$ cat config.mk
export PLATFORM = sky130hd
export DESIGN_NAME = pc_fetch_redirect_unit
export DESIGN_NICKNAME = d
export VERILOG_FILES = /design/src/rtl/pc_fetch_redirect_unit.sv
export SDC_FILE = /design/constraint.sdc
export NUM_CORES = 1
export LEC_CHECK = 0
export BUFFER_PORTS_ARGS = -buffer_cell sky130_fd_sc_hd__buf_2
export CAP_MARGIN = 15
export CORE_MARGIN = 5
export CORE_UTILIZATION = 58
export CTS_BUF_LIST = sky130_fd_sc_hd__clkbuf_4
export CTS_CLUSTER_SIZE = 28
export DETAILED_ROUTE_END_ITERATION = 8
export PLACE_DENSITY = 0.83
export RECOVER_POWER = 100
export SLEW_MARGIN = 0
export SYNTH_ARGS = -nofsm -noshare
export SYNTH_HDL_FRONTEND = slang
export SYNTH_SLANG_ARGS = --single-unit
$ cat constraint.sdc
create_clock -name CLK -period 2.9 [get_ports CLK]
set_clock_uncertainty 0.15 [all_clocks]
set_input_delay 0 -clock CLK [delete_from_list [all_inputs] [get_ports CLK]]
set_output_delay 0 -clock CLK [all_outputs]
set_load 0.02 [all_outputs]
$ cat src/rtl/pc_fetch_redirect_unit.sv
// pc_fetch_redirect_unit
//   Fetch-side owner of the architectural PC. Issues instruction reads with a
//   busywait handshake, hands PC / PC+step / instruction to the IF/ID boundary,
//   and services branch/jump redirects (flush wrong-path, drop in-flight read).
//
// Optional build macro: MISALIGN_CHECK_EN
//   defined   : misaligned redirect targets are rejected and reported on MISALIGNED
//   undefined : target[1:0] is cleared before loading the PC
//
// Ports
//   CLK, RESET                 clock, synchronous active-high reset
//   BRANCH_JUMP_MUX_SIGNAL     redirect request
//   BRANCH_JUMP_PC_IN[31:0]    redirect target
//   STALL                      hold IF/ID outputs
//   IMEM_BUSYWAIT              instruction memory not ready
//   IMEM_INSTRUCTION[31:0]     read data
//   IMEM_READ, IMEM_ADDRESS    read request / address
//   IF_PC, IF_PC_PLUS4         PC of delivered instruction and PC + PC_STEP
//   IF_INSTRUCTION, IF_VALID   delivered instruction and its valid flag
//   FLUSH                      one-cycle wrong-path pulse
//   MISALIGNED                 (MISALIGN_CHECK_EN only) rejected-redirect pulse
//
// State    | meaning
// ---------+------------------------------------------------------------
// S_IDLE   | no read issued; first cycle after reset
// S_REQ    | read of pc_q outstanding / issued every cycle
// S_DRAIN  | redirect taken mid-read; waiting out the old read, data dropped
// S_HOLD   | read completed under STALL; instruction parked in skid buffer
module pc_fetch_redirect_unit #(
  parameter logic [31:0] RESET_VECTOR = 32'h0000_0000,
  parameter logic [31:0] PC_STEP      = 32'd4
) (
  input  logic        CLK,
  input  logic        RESET,
  input  logic        BRANCH_JUMP_MUX_SIGNAL,
  input  logic [31:0] BRANCH_JUMP_PC_IN,
  input  logic        STALL,
  input  logic        IMEM_BUSYWAIT,
  input  logic [31:0] IMEM_INSTRUCTION,
  output logic        IMEM_READ,
  output logic [31:0] IMEM_ADDRESS,
  output logic [31:0] IF_PC,
  output logic [31:0] IF_PC_PLUS4,
  output logic [31:0] IF_INSTRUCTION,
  output logic        IF_VALID,
  output logic        FLUSH
`ifdef MISALIGN_CHECK_EN
  ,
  output logic        MISALIGNED
`endif
);

  typedef enum logic [1:0] {S_IDLE, S_REQ, S_DRAIN, S_HOLD} state_t;

  state_t      state_q, state_d;
  logic [31:0] pc_q, pc_d;
  logic [31:0] drain_addr_q, drain_addr_d;
  logic [31:0] if_pc_q, if_pc_d;
  logic [31:0] if_pc_plus4_q, if_pc_plus4_d;
  logic [31:0] if_instr_q, if_instr_d;
  logic        if_valid_q, if_valid_d;
  logic        flush_q, flush_d;
  // The skid buffer is occupied exactly while in S_HOLD, so no separate valid bit.
  logic [31:0] skid_pc_q, skid_pc_d;
  logic [31:0] skid_instr_q, skid_instr_d;

  logic        redirect_ok;
  logic [31:0] redirect_tgt;
  logic [31:0] pc_next_seq;

`ifdef MISALIGN_CHECK_EN
  logic        misaligned_q, misaligned_d;
  logic        misalign_hit;

  assign redirect_ok  = BRANCH_JUMP_MUX_SIGNAL && (BRANCH_JUMP_PC_IN[1:0] == 2'b00);
  assign misalign_hit = BRANCH_JUMP_MUX_SIGNAL && (BRANCH_JUMP_PC_IN[1:0] != 2'b00);
  assign redirect_tgt = BRANCH_JUMP_PC_IN;
`else
  assign redirect_ok  = BRANCH_JUMP_MUX_SIGNAL;
  assign redirect_tgt = BRANCH_JUMP_PC_IN & 32'hFFFF_FFFC;
`endif

  assign pc_next_seq = pc_q + PC_STEP;

  always_comb begin
    state_d       = state_q;
    pc_d          = pc_q;
    drain_addr_d  = drain_addr_q;
    if_pc_d       = if_pc_q;
    if_pc_plus4_d = if_pc_plus4_q;
    if_instr_d    = if_instr_q;
    if_valid_d    = if_valid_q;
    flush_d       = 1'b0;
    skid_pc_d     = skid_pc_q;
    skid_instr_d  = skid_instr_q;
`ifdef MISALIGN_CHECK_EN
    misaligned_d  = misalign_hit;
`endif

    if (redirect_ok) begin
      // Redirect beats STALL and any completing read.
      pc_d         = redirect_tgt;
      flush_d      = 1'b1;
      if_valid_d   = 1'b0;
      skid_pc_d    = 32'h0;
      skid_instr_d = 32'h0;
      if (((state_q == S_REQ) || (state_q == S_DRAIN)) && IMEM_BUSYWAIT) begin
        state_d = S_DRAIN;
        // Re-redirect while draining keeps the original outstanding address.
        if (state_q == S_REQ) drain_addr_d = pc_q;
      end else begin
        state_d = S_REQ;
      end
    end else begin
      case (state_q)
        S_IDLE: state_d = S_REQ;
        S_REQ: begin
          if (!IMEM_BUSYWAIT) begin
            pc_d = pc_next_seq;
            if (!STALL) begin
              if_instr_d    = IMEM_INSTRUCTION;
              if_pc_d       = pc_q;
              if_pc_plus4_d = pc_next_seq;
              if_valid_d    = 1'b1;
            end else begin
              skid_instr_d = IMEM_INSTRUCTION;
              skid_pc_d    = pc_q;
              state_d      = S_HOLD;
            end
          end else if (!STALL) begin
            if_valid_d = 1'b0;
          end
        end
        S_DRAIN: begin
          if (!IMEM_BUSYWAIT) state_d = S_REQ;
        end
        S_HOLD: begin
          if (!STALL) begin
            if_instr_d    = skid_instr_q;
            if_pc_d       = skid_pc_q;
            if_pc_plus4_d = skid_pc_q + PC_STEP;
            if_valid_d    = 1'b1;
            state_d       = S_REQ;
          end
        end
        default: state_d = S_IDLE;
      endcase
    end
  end

  always_ff @(posedge CLK) begin
    if (RESET) begin
      state_q       <= S_IDLE;
      pc_q          <= RESET_VECTOR;
      drain_addr_q  <= RESET_VECTOR;
      if_pc_q       <= 32'h0;
      if_pc_plus4_q <= 32'h0;
      if_instr_q    <= 32'h0;
      if_valid_q    <= 1'b0;
      flush_q       <= 1'b0;
      skid_pc_q     <= 32'h0;
      skid_instr_q  <= 32'h0;
`ifdef MISALIGN_CHECK_EN
      misaligned_q  <= 1'b0;
`endif
    end else begin
      state_q       <= state_d;
      pc_q          <= pc_d;
      drain_addr_q  <= drain_addr_d;
      if_pc_q       <= if_pc_d;
      if_pc_plus4_q <= if_pc_plus4_d;
      if_instr_q    <= if_instr_d;
      if_valid_q    <= if_valid_d;
      flush_q       <= flush_d;
      skid_pc_q     <= skid_pc_d;
      skid_instr_q  <= skid_instr_d;
`ifdef MISALIGN_CHECK_EN
      misaligned_q  <= misaligned_d;
`endif
    end
  end

  // Read request is a pure decode of the state register.
  assign IMEM_READ      = (state_q == S_REQ) || (state_q == S_DRAIN);
  assign IMEM_ADDRESS   = (state_q == S_DRAIN) ? drain_addr_q : pc_q;
  assign IF_PC          = if_pc_q;
  assign IF_PC_PLUS4    = if_pc_plus4_q;
  assign IF_INSTRUCTION = if_instr_q;
  assign IF_VALID       = if_valid_q;
  assign FLUSH          = flush_q;
`ifdef MISALIGN_CHECK_EN
  assign MISALIGNED     = misaligned_q;
`endif

endmodule

# [Yosys cells after proc, flatten, opt, wreduce, memory -nomap -nowiden]
# Index checks and enable logic that the tools add are counted.
[word_totals] ff_bits=228 latch_bits=0 ramBits=0 romBits=0 in_bits=69 n_memories=0
[op_classes] addsub=2 mul=0 div_mod_pow=0 n_lt_le_gt_ge=0 n_eq_ne=12 shifts=0 muxes=28 bitwise_logic=2 reduce_logical=13
[ops] cell="$mux 32" n=13
[ops] cell="$pmux 32 s2" n=3
[ops] cell="$add 32x3->32 const B" n=2
[ops] cell="$ne 3x3->1 const B" n=5
[ops] cell="$mux 2" n=6
[ops] cell="$ne 2x2->1 const B" n=4
[ops] cell="$pmux 2 s4" n=1
[ops] cell="$reduce_and 2->1" n=3
[ops] cell="$reduce_and 3->1" n=2
[ops] cell="$reduce_and 5->1" n=1
[ops] cell="$eq 2x2->1 const B" n=2
[ops] cell="$mux 1" n=4
[ops] cell="$reduce_and 4->1" n=1
[ops] cell="$reduce_bool 2->1" n=2
[ops] cell="$eq 2x1->1 const B" n=1
[ops] cell="$logic_not 2->1" n=1
[ops] cell="$not 1->1" n=2
[ops] cell="$pmux 1 s2" n=1
[ops] cell="$reduce_or 2->1" n=1
[ops] cell="$logic_and 1x1->1" n=1
[ops] cell="$logic_or 1x1->1" n=1

# [Logic depth before layout (Yosys ltp)]
[logic_depth] word_depth=5 depth_mapped=12 mapped_depth_nobuf=7

# [Least setup slack after synthesis]
# No wires, ideal clock.
[synth_timing] path_type="flip-flop to flip-flop" startpoint="reg pc_q[2]" endpoint="reg if_pc_plus4_q[26] (netlist: IF_PC_PLUS4[26])" setup_ns=0.122 arrival_time_ns=2.094 path_slack_ns=0.535 path_stages_with_launch=7 n_path_buf=0 cell_sequence="dfxtp_1 > ha_1 > nand4_4 > nor4_1 > nand3_1 > xnor2_1 > a221o_1"
[synth_between] elab_chain_len=4
[synth_rtl] item="start, declared" line_no="56" rtl="logic [31:0] pc_q, pc_d;"
[synth_rtl] item="start signal, assigned" line_no="168" rtl="pc_q <= pc_d;"
[synth_rtl] item="$add 32x3->32" line_no="83" rtl="assign pc_next_seq = pc_q + PC_STEP;"
[synth_rtl] item="$mux 32" line_no="120" rtl="if (!STALL) begin"
[synth_rtl] item="$mux 32" line_no="118" rtl="if (!IMEM_BUSYWAIT) begin"
[synth_rtl] item="$pmux 32 s2" line_no="115" rtl="case (state_q)"
[synth_rtl] item="end signal, assigned" line_no="171" rtl="if_pc_plus4_q <= if_pc_plus4_d;"
[synth_rtl] item="end, declared" line_no="59" rtl="logic [31:0] if_pc_plus4_q, if_pc_plus4_d;"
# No other way between the ends. The select of a mux whose other input is x is not followed.
# A chain may end at the register's enable or synchronous reset.

# [Worst setup path after layout]
[layout_timing] startpoint="reg pc_q[19]" endpoint="reg pc_q[31]"
[layout_between] elab_chain_len=4
[layout_rtl] item="$add 32x3->32" line_no="83"
[layout_rtl] item="$mux 32" line_no="118"
[layout_rtl] item="$mux 32" line_no="115"
[layout_rtl] item="$mux 32" line_no="100" rtl="if (redirect_ok) begin"
# No other way between the ends. The select of a mux whose other input is x is not followed.

==> results.py <==
metrics = {
    "logic_synthesis": {
        "synth.avg_cell_area_um2": 8.16,
        "synth-seq-area-share_pct": 41.0,
        "synth_top_area_cell": "dfxtp_1",
        "synth.yosys.warnings": 0,
        "syn-instance-count": 1305,
        "synth.top_cell.area_share_pct": 41.0,
        "synth_enable_flop_cells": 0,
        "netlist_area_um2": 10700,
        "synth.top_cells.by_area": "dfxtp_1 41%, nand2_1 8.7%, mux2i_1 6.3%",
        "synth.distinct_cells": 56,
        "ys_dominant_reg_cell": "dfxtp_1",
        "ys_seq_elements": 218,
        "synth-async-reset-ratio_pct": 0,
    },
    "global_route": {
        "vias_in_the_first_global_route": 11443,
        "grt_use_total_pct": 33.1,
        "antenna_found_initial": 4,
        "grt_pass1_wl_mm": 59.2,
        "grt_overflow": 0,
        "pin_count_of_the_biggest_net_entering_global_routing": 80,
    },
    "sta": {
        "max_slew.worst_pin.slew_ns": 0.939,
        "final-hold-violation-count": 0,
        "worst_slew_margin_pct": 37.4,
        "min_period_ns": 2.86,
        "timing.final.crit_share_pct": 98.6,
        "timing.fmax_mhz": 350,
        "setup-violations-final": 0,
        "final-max-slew-violation-count": 0,
        "fin_hold_ws_ns": 0.0290,
    },
    "clocking": {
        "clock_tree.buffer_depth": 3,
        "clock-root-buffer": "clkbuf_4",
        "htree_levels": 2,
        "cts.sink_count": 218,
        "insertion_delay_ns": 0.68,
        "cts_tree": "yes",
        "worst_setup_hold_path_clk_slew_ns": 0.07,
        "post-cts-setup-buffers": 0,
        "tritoncts.num_buffers": 55,
    },
    "routing": {
        "drt-wirelength-per-cell_um": 19.9,
        "dr.first_iter.drc_count": 1363,
        "avgViaCountPerCell": 6.18,
        "detailedRoute.firstPassIterationCount": 7,
        "via_count": 11613,
        "antenna_violating_nets_post_route": 0,
        "finalWirelength_mm": 37.4,
        "drc_viols": 0,
    },
    "worst_setup_path": {
        "timing.critical_path.from_type": "flop",
        "critical_path_peak_fanout": 10,
        "end_kind": "flop",
        "crit_type": "reg -> reg",
        "critical_path_arrival_ns": 3.30,
        "crit_required_ns": 3.34,
    },
    "pwr": {
        "power_frac_clock_pct": 36.4,
        "fin_total_pwr_mw": 6.88,
        "sequentialPowerShare_pct": 46.8,
        "leakage_nw": 4.74,
        "comb_power_share_pct": 16.8,
        "p_int_mw": 4.81,
        "swShare_pct": 30.0,
        "net-switching-power_mw": 2.06,
        "cellPowerDensity_nw_per_um2": 499,
        "ir_drop_uv": 416,
    },
    "floorplanning": {
        "initial_core_utilization_pct": 59.1,
        "die-area_um2": 21200,
        "floorplan.core_area_um2": 18000,
        "die_height_um": 146,
        "i_o_pins": 200,
        "num_rows": 49,
        "die_w_um": 146,
    },
    "final_layout": {
        "layout.cells.most_common_list": "244 x nand2_1, 212 x dfxtp_1, 150 x dlygate4sd3_1, 110 x a21oi_1, 107 x nor2_1",
        "layout_commonest_cell": "nand2_1",
        "fillCellCount": 1200,
        "post_route_cells_drive_above_1_share_pct": 16.5,
        "layout.nets": 1683,
        "area_added_between_synthesis_and_finish_pct": 29.3,
    },
    "placed_design": {
        "half_perimeter_wire_length_of_the_detailed_placement_result_mm": 20.8,
        "port_bufs": 191,
        "gp_routability_congestion": 0.904,
    },
    "worst_hold_path": {
        "hp-class": "in -> reg",
    },
    "outcome": {
        "run_status": "finished clean",
    },
    "run": {
        "timing.max_cap.violations": 0,
    },
}
## cells by family (layout without fill, tap and decap cells)
group | count (synthesis) | in the layout | synth area share [%]
and+or+nand+nor | 505 | 505 | 21.8
AOI/OAI and AO/OA | 269 | 269 | 16.2
DFF | 218 | 218 | 41.0
buffers and inverters | 153 | 490 | 6.34
muxes | 96 | 96 | 9.36
xor gates and xnor gates | 58 | 58 | 4.77
adders and majority gates | 5 | 5 | 0.587
other | 1 | 10 | 0.0352
## what timing repair did
item                                    in CTS  in global routing
hold buffers                               150                  0
hold endpoints to repair                   182                  0
endpoints found under the setup margin       0                 36
resized for setup                            0                 15
## state kept, by name (all words and copies together), names as in the netlist
signal / count
IF_INSTRUCTION: 32
skid_instr_q: 32
IF_PC: 30
IF_PC_PLUS4: 30
drain_addr_q: 30
pc_q: 30
skid_pc_q: 30
state_q: 2
FLUSH: 1
IF_VALID: 1
## power by group through the flow
stage	Sequential [mW]	Combinational [mW]	Clock [mW]
2_1_floorplan	3.27	0.619	0
3_3_place_gp	3.26	0.915	0
3_5_place_dp	3.27	0.934	0
4_1_cts	3.20	1.09	2.50
5_1_grt	3.23	1.23	2.70
6_report	3.22	1.16	2.50
## cell usage after synthesis, drive strengths merged (14+ instances only)
master  number
dfxtp      218
inv         14
nor4        19
nor2       107
mux2i       67
nand2      246
buf         45
clkbuf      93
nand4       27
a211oi      76
o21ai       29
xor2        17
a21oi      110
mux2        29
nor3        25
xnor2       41
nand3       35
## per-layer routing
| layer | vias to the layer above | share of wire (%) | routed length [um] | GRT usage [%] |
|---|---|---|---|---|
| met5 | - | 0 | 0 | 0 |
| met1 | 5360 | 37 | 13900 | 40.5 |
| met2 | 867 | 46 | 17000 | 52.9 |
| li1 | 5187 | - | - | - |
| met3 | 199 | 12 | 4560 | 9.62 |
| met4 | 0 | 5.1 | 1910 | 17.1 |
## cell type report
type                       count  area (um^2)  area share, %
clock inverter                16         63.8          0.463
sequential                   218         4370           31.7
antenna                        4         10.0         0.0727
tap                          229          287           2.08
multi-input combinational    939         5680           41.2
timing repair buffer         380         2710           19.7
clock buffer                  79          593           4.31
inverter                      15         56.3          0.409
## critical path: stages (launching register included)
cell and delay [ns]:
dfxtp_1 0.66, and4_2 0.46, nand3_4 0.17, nor4b_2 0.36, xnor2_1 0.12, a211oi_1 0.26
dlygate4sd3_1 0.59
## per-stage QoR
step / utilization, % / area [um^2] / setup TNS [ns] / cells / setup WS (ns)
floorplan: - / 10700 / 0 / 1310 / 0.535
CTS: 76.7 / 13800 / 0 / 1875 / 0.0534
global placement: 64.8 / 11700 / 0 / 1630 / 0.404
detailed placement: 64.8 / 11700 / 0 / 1630 / 0.309
finish: 76.4 / 13800 / 0 / 1880 / 0.0409
global route: 76.4 / 13800 / -0.0854 / 1880 / -0.0562
## worst paths after layout
path,from,end,slack [ns],cells past startpoint
setup reg to reg,pc_q[19]$_SDFFE_PP0P_,pc_q[31]$_SDFFE_PP0P_,0.04,6
hold / removal,IMEM_INSTRUCTION[1],skid_instr_q[1]$_SDFFE_PP0P_,0.03,4
hold reg to reg,drain_addr_q[12]$_SDFFE_PP0P_,drain_addr_q[12]$_SDFFE_PP0P_,0.31,2
setup / recovery,pc_q[19]$_SDFFE_PP0P_,pc_q[31]$_SDFFE_PP0P_,0.04,6
(Power assumes the default switching activity.)
